### src/rtl/cond_issue_if.sv
// Decode/execute handshake, flag writeback and status bundle for cond_issue_ctrl.
// The controller connects through the slave modport; the driver side uses master.
interface cond_issue_if #(
  parameter int CNT_W = 8
);
  logic             in_valid;
  logic             in_ready;
  logic [31:0]      in_inst;
  logic             in_sets_flags;
  logic             out_valid;
  logic             out_ready;
  logic [31:0]      out_inst;
  logic             out_exec;
  logic             flag_we;
  logic [3:0]       flag_nzcv;
  logic [31:0]      cpsr;
  logic [CNT_W-1:0] squash_cnt;

  modport master (
    output in_valid, in_inst, in_sets_flags, out_ready, flag_we, flag_nzcv,
    input  in_ready, out_valid, out_inst, out_exec, cpsr, squash_cnt
  );

  modport slave (
    input  in_valid, in_inst, in_sets_flags, out_ready, flag_we, flag_nzcv,
    output in_ready, out_valid, out_inst, out_exec, cpsr, squash_cnt
  );
endinterface

### src/rtl/cond_issue_ctrl.sv
// One-entry issue stage: owns the CPSR, evaluates ARM cond codes and stalls on pending flag writers.
// Optional COND_ISSUE_BYPASS_EN forwards a same-cycle flag writeback into the HELD issue decision.
module cond_issue_ctrl #(
  parameter int MAX_PEND = 4,
  parameter int CNT_W    = 8
) (
  input  logic        clk,
  input  logic        rst,
  cond_issue_if.slave bus
);
  localparam int PW = $clog2(MAX_PEND + 1);
  localparam logic [PW-1:0]    PEND_MAX = PW'(MAX_PEND);
  localparam logic [PW-1:0]    PEND_ONE = PW'(1);
  localparam logic [CNT_W-1:0] CNT_ONE  = CNT_W'(1);
  localparam logic [27:0]      CPSR_LOW = 28'h00000D3;

  typedef enum logic [1:0] {EMPTY, HELD, ISSUE} state_t;

  state_t           state_q, state_d;
  logic [31:0]      inst_q, inst_d;
  logic             sf_q, sf_d;
  logic             exec_q, exec_d;
  logic [PW-1:0]    pend_q, pend_d;
  logic [3:0]       nzcv_q, nzcv_d;
  logic [CNT_W-1:0] squash_q, squash_d;

  logic             in_ready_c, out_valid_c, hs_c, issuable_c, pend_inc_c, pend_dec_c;
  logic [PW-1:0]    eff_pend_c;
  logic [3:0]       eff_nzcv_c;

  // Odd cond codes are the complement of the even code below them; AL/NV fall out of the same rule.
  function automatic logic cond_pass(input logic [3:0] cond, input logic [3:0] f);
    logic n, z, c, v, base;
    {n, z, c, v} = f;
    case (cond[3:1])
      3'd0:    base = z;
      3'd1:    base = c;
      3'd2:    base = n;
      3'd3:    base = v;
      3'd4:    base = c & ~z;
      3'd5:    base = (n == v);
      3'd6:    base = ~z & (n == v);
      default: base = 1'b1;
    endcase
    return base ^ cond[0];
  endfunction

  always_comb begin
`ifdef COND_ISSUE_BYPASS_EN
    eff_pend_c = (bus.flag_we && pend_q != '0) ? pend_q - PEND_ONE : pend_q;
    eff_nzcv_c = bus.flag_we ? bus.flag_nzcv : nzcv_q;
`else
    eff_pend_c = pend_q;
    eff_nzcv_c = nzcv_q;
`endif
    issuable_c = ((inst_q[31:28] == 4'hE) || (eff_pend_c == '0)) &&
                 !(sf_q && (eff_pend_c == PEND_MAX));
  end

  always_comb begin
    state_d     = state_q;
    inst_d      = inst_q;
    sf_d        = sf_q;
    exec_d      = exec_q;
    pend_d      = pend_q;
    nzcv_d      = nzcv_q;
    squash_d    = squash_q;
    in_ready_c  = 1'b0;
    out_valid_c = 1'b0;
    hs_c        = 1'b0;

    case (state_q)
      EMPTY: begin
        in_ready_c = 1'b1;
        if (bus.in_valid) begin
          inst_d  = bus.in_inst;
          sf_d    = bus.in_sets_flags;
          state_d = HELD;
        end
      end
      HELD: begin
        if (issuable_c) begin
          exec_d  = cond_pass(inst_q[31:28], eff_nzcv_c);
          state_d = ISSUE;
        end
      end
      ISSUE: begin
        out_valid_c = 1'b1;
        if (bus.out_ready) begin
          hs_c       = 1'b1;
          in_ready_c = 1'b1;
          if (bus.in_valid) begin
            inst_d  = bus.in_inst;
            sf_d    = bus.in_sets_flags;
            state_d = HELD;
          end else begin
            state_d = EMPTY;
          end
        end
      end
      default: state_d = EMPTY;
    endcase

    // A flag writeback with nothing pending still updates NZCV but never underflows the counter.
    pend_inc_c = hs_c && sf_q && exec_q;
    pend_dec_c = bus.flag_we && (pend_q != '0);
    if (pend_inc_c && !pend_dec_c) begin
      pend_d = pend_q + PEND_ONE;
    end else if (pend_dec_c && !pend_inc_c) begin
      pend_d = pend_q - PEND_ONE;
    end

    if (bus.flag_we) begin
      nzcv_d = bus.flag_nzcv;
    end

    if (hs_c && !exec_q && (squash_q != '1)) begin
      squash_d = squash_q + CNT_ONE;
    end
  end

  always_ff @(posedge clk) begin
    if (rst) begin
      state_q  <= EMPTY;
      inst_q   <= '0;
      sf_q     <= 1'b0;
      exec_q   <= 1'b0;
      pend_q   <= '0;
      nzcv_q   <= 4'h0;
      squash_q <= '0;
    end else begin
      state_q  <= state_d;
      inst_q   <= inst_d;
      sf_q     <= sf_d;
      exec_q   <= exec_d;
      pend_q   <= pend_d;
      nzcv_q   <= nzcv_d;
      squash_q <= squash_d;
    end
  end

  assign bus.in_ready   = in_ready_c;
  assign bus.out_valid  = out_valid_c;
  assign bus.out_inst   = inst_q;
  assign bus.out_exec   = exec_q;
  assign bus.cpsr       = {nzcv_q, CPSR_LOW};
  assign bus.squash_cnt = squash_q;
endmodule

### src/flat_wrapper.sv
// flat-port wrapper written by rule: the top's interface ports become plain ports
module cond_issue_ctrl_flat 
#(
  parameter int MAX_PEND = 4,
  parameter int CNT_W    = 8
)
  (clk, rst, bus_in_valid, bus_in_inst, bus_in_sets_flags, bus_out_ready, bus_flag_we, bus_flag_nzcv, bus_in_ready, bus_out_valid, bus_out_inst, bus_out_exec, bus_cpsr, bus_squash_cnt);
  cond_issue_if #(.CNT_W(CNT_W)) bus_i ();
  input  logic clk;
  input  logic rst;
  input wire logic [$bits(bus_i.in_valid)-1:0] bus_in_valid;
  input wire logic [$bits(bus_i.in_inst)-1:0] bus_in_inst;
  input wire logic [$bits(bus_i.in_sets_flags)-1:0] bus_in_sets_flags;
  input wire logic [$bits(bus_i.out_ready)-1:0] bus_out_ready;
  input wire logic [$bits(bus_i.flag_we)-1:0] bus_flag_we;
  input wire logic [$bits(bus_i.flag_nzcv)-1:0] bus_flag_nzcv;
  output wire logic [$bits(bus_i.in_ready)-1:0] bus_in_ready;
  output wire logic [$bits(bus_i.out_valid)-1:0] bus_out_valid;
  output wire logic [$bits(bus_i.out_inst)-1:0] bus_out_inst;
  output wire logic [$bits(bus_i.out_exec)-1:0] bus_out_exec;
  output wire logic [$bits(bus_i.cpsr)-1:0] bus_cpsr;
  output wire logic [$bits(bus_i.squash_cnt)-1:0] bus_squash_cnt;
  assign bus_i.in_valid = bus_in_valid;
  assign bus_i.in_inst = bus_in_inst;
  assign bus_i.in_sets_flags = bus_in_sets_flags;
  assign bus_i.out_ready = bus_out_ready;
  assign bus_i.flag_we = bus_flag_we;
  assign bus_i.flag_nzcv = bus_flag_nzcv;
  assign bus_in_ready = bus_i.in_ready;
  assign bus_out_valid = bus_i.out_valid;
  assign bus_out_inst = bus_i.out_inst;
  assign bus_out_exec = bus_i.out_exec;
  assign bus_cpsr = bus_i.cpsr;
  assign bus_squash_cnt = bus_i.squash_cnt;
  cond_issue_ctrl #(.MAX_PEND(MAX_PEND), .CNT_W(CNT_W)) u_core (.clk(clk), .rst(rst), .bus(bus_i));
endmodule
### config.mk
export PLATFORM = sky130hd
export DESIGN_NAME = cond_issue_ctrl_flat
export DESIGN_NICKNAME = d
export VERILOG_FILES = /design/src/rtl/cond_issue_if.sv /design/src/rtl/cond_issue_ctrl.sv /design/src/flat_wrapper.sv
export SDC_FILE = /design/constraint.sdc
export NUM_CORES = 1
export LEC_CHECK = 0
export BUFFER_PORTS_ARGS = -buffer_cell sky130_fd_sc_hd__buf_2
export CAP_MARGIN = 25
export CORE_MARGIN = 3
export CORE_UTILIZATION = 49
export DETAILED_ROUTE_END_ITERATION = 12
export PLACE_DENSITY_LB_ADDON = 0.3
export SLEW_MARGIN = 20
export SYNTH_ARGS = -nofsm -noshare
export SYNTH_HDL_FRONTEND = slang
export SYNTH_SLANG_ARGS = --single-unit
### constraint.sdc
create_clock -name clk -period 6.73 [get_ports clk]
set_input_delay 2.019 -clock clk [delete_from_list [all_inputs] [get_ports clk]]
set_output_delay 2.019 -clock clk [all_outputs]
set_load 0.005 [all_outputs]
==> run metrics <==
status complete, no violations; vias after detailed routing between 1500 and 2000; die width 74.8 µm; CP arrival 2.51 ns; setup_tns 0 ns; Synth async-reset ratio 0%; Setup crit start kind input pin; Setup Fix Bufs, Post-CTS 0; post-synth cell types 37; Clk Latency, worst-skew pair about 0.29 ns; DRT Pass-1 Iters 4; Mapped Area 2320 µm²; drt total wl 4690 µm; port bufs 88; crit-path max cell delay 0.18 ns; CTS Buf Count 5; n_diodes 0; reg-to-reg setup timing slack 4.55 ns; # rows 24; relative slew slack 38.0%; initial antenna violation count 0; #FFs+latches synth slightly above 50; Starting Density 51.8%; first-pass GRT wire length 7280 µm; Via density 4.76; highest ir drop seen on vdd 160 µV; EDFF count, synth 0; area grow syn2layout 20.1%; worst path required time between 4 and 5 ns; crit path max fanout 3; Die Area about 5600 µm²; critical path's top delay family buffers and inverters; Worst Hold Margin 0.455 ns; fmax 0.221 GHz; Critical path buffers and inverters 3; power per cell area 265 nW/µm²; dpl hpwl 3480 µm; number of global-route vias before repair ~1600; PostCTS Resize Cnt 0; DR iter-0 viols 61; Avg WL per Cell 11.5 µm; H-tree depth 2; core area 4470 µm²; Leak 0.00133 µW; Layout fillers 401; GPL Wtd Cong 0.751; total clock sinks 51; Gate Count Post-Synth about 270; CTS tree yes; CTS root buf clkbuf_8; crit share post-route 67.2%; largest net degree at the start of global routing 52; Top cell by count, worst path buf_2; Remaining DRCs 0; CP max-delay cell a21oi_2; Seq/Total Area, Yosys 44.0%; top_reg_cell synth dfxtp_1; Die Span Y 74.8 µm; Final Hold Fails 0; Final setup viols 0; CTS max path bufs 2; Max Slew Vio Count 0; post-synthesis area per instance 8.46 µm²; Hold Buf Count CTS 0; RSZ-0062 raised after global routing false; Worst Skew 0.00613 ns; worst path cell trace buf_2 -> inv_1 -> a21oi_2 -> buf_2; critical path endpoint category primary output; worst-margin pin slew between 0.9 and 1 ns; share of cells above drive strength 1 30.1%; Detail Route Antenna Nets 0; Hold Crit Class register to register; # Max-Cap Violations 0; Crit Path Class input pin to primary output; Tot GR Track Use 16.5%; yosys warns 0; Clk pin slew, worst setup/hold paths 0.09 ns; IO Pins about 120; grt ovf 0; NumNets Final 399; post-route minimum period 4.53 ns
==> per-stage QoR <==
stage | total power (µW) | cells | instance area, µm² | utilization (%) | worst slack [ns]
6_report | 738 | 407 | 2790 | 62.2 | 2.20
5_1_grt | 788 | 407 | 2790 | 62.2 | 2.14
4_1_cts | 748 | 407 | 2790 | 62.2 | 2.20
3_5_place_dp | 558 | 399 | 2690 | 60.0 | 2.21
3_3_place_gp | 544 | 397 | 2640 | 59.1 | 2.22
2_1_floorplan | 504 | 300 | 2420 | - | 2.49
==> synth_stat cells (3+ instances only) <==
library cell  number  area share, %
buf_4             28            9.1
buf_2              4           0.86
inv_1              4           0.65
xnor2_1            7            2.6
mux2i_1            6            2.6
nor3_2             3            1.3
nand2_1           70             11
dfxtp_1           51             44
nor2_1            17            2.8
a21oi_1           36            7.8
xor2_1             5            1.9
clkbuf_1          10            1.6
==> power breakdown <==
part	switching, µW	internal (µW)
logic	94.8	88.7
registers	30.8	336
clock network	93.7	94.0
total	219	519
==> registers in the layout, indices dropped and copies added (netlist names) <==
| name | flops |
|---|---|
| u_core.eff_nzcv_c | 4 |
| u_core.sf_q | 1 |
| u_core.state_q | 2 |
| u_core.bus.out_exec | 1 |
| u_core.eff_pend_c | 3 |
| u_core.bus.squash_cnt | 8 |
| u_core.bus.out_inst | 32 |
==> cell type report <==
class / instances / area (µm²) / area share [%]
clock buffers: 8 / 100 / 3.59
well taps: 52 / 65.1 / 2.34
repair buffers: 90 / 483 / 17.3
flip-flops and latches: 51 / 1020 / 36.7
inverters: 4 / 15.0 / 0.539
multi-input cells: 202 / 1100 / 39.5
==> path summary, 6_finish.rpt <==
kind / cells past startpoint / endpoint / start
worst max-delay path: 4 / bus_in_ready / bus_out_ready
worst min-delay path: 2 / u_core.bus.out_inst[22] / u_core.bus.out_inst[22]
worst max register to register: 8 / u_core.eff_pend_c[2] / u_core.state_q[1]
worst min register to register: 2 / u_core.bus.out_inst[22] / u_core.bus.out_inst[22]
==> tightest hold or removal path, delay by kind of cell (launching register included) <==
family,cells,cell delay [ns]
compound gates,1,0.05
flops,1,0.31
simple gates,1,0.05
==> logic make-up (layout without fill, tap and decap cells) <==
family,count (synthesis),after routing,synth area share [%]
buffers and inverters,47,102,12.7
AND/OR/NAND/NOR,106,106,20.7
XOR/XNOR,12,12,4.53
multiplexers,7,7,3.08
adder cells (fa/ha/maj),3,3,1.94
other,2,28,0.324
AO/OA/AOI/OAI,46,46,12.7
flip-flops,51,51,44.0
==> placed cells by master (no fill, tap or decap), types with 2 or more instances in the layout <==
cell / n
a211oi_2: 2
a21oi_1: 36
and4_1: 2
buf_2: 88
clkbuf_8: 7
conb_1: 28
dfxtp_1: 51
ha_1: 2
inv_1: 4
mux2i_1: 6
nand2_1: 70
nand3_1: 2
nor2_1: 17
nor2b_1: 2
nor3_2: 3
nor3b_1: 2
or3_1: 2
xnor2_1: 7
xor2_1: 5
==> per-layer routing <==
metal | vias to the layer above | global-route usage [%] | wire [µm]
li1 | 995 | - | -
met1 | 869 | 20.5 | 1980
met2 | 71 | 27.5 | 2280
met3 | 4 | 4.94 | 378
met4 | 0 | 5.34 | 51
met5 | - | 0 | 0
Power figures use the tool's default switching activity.
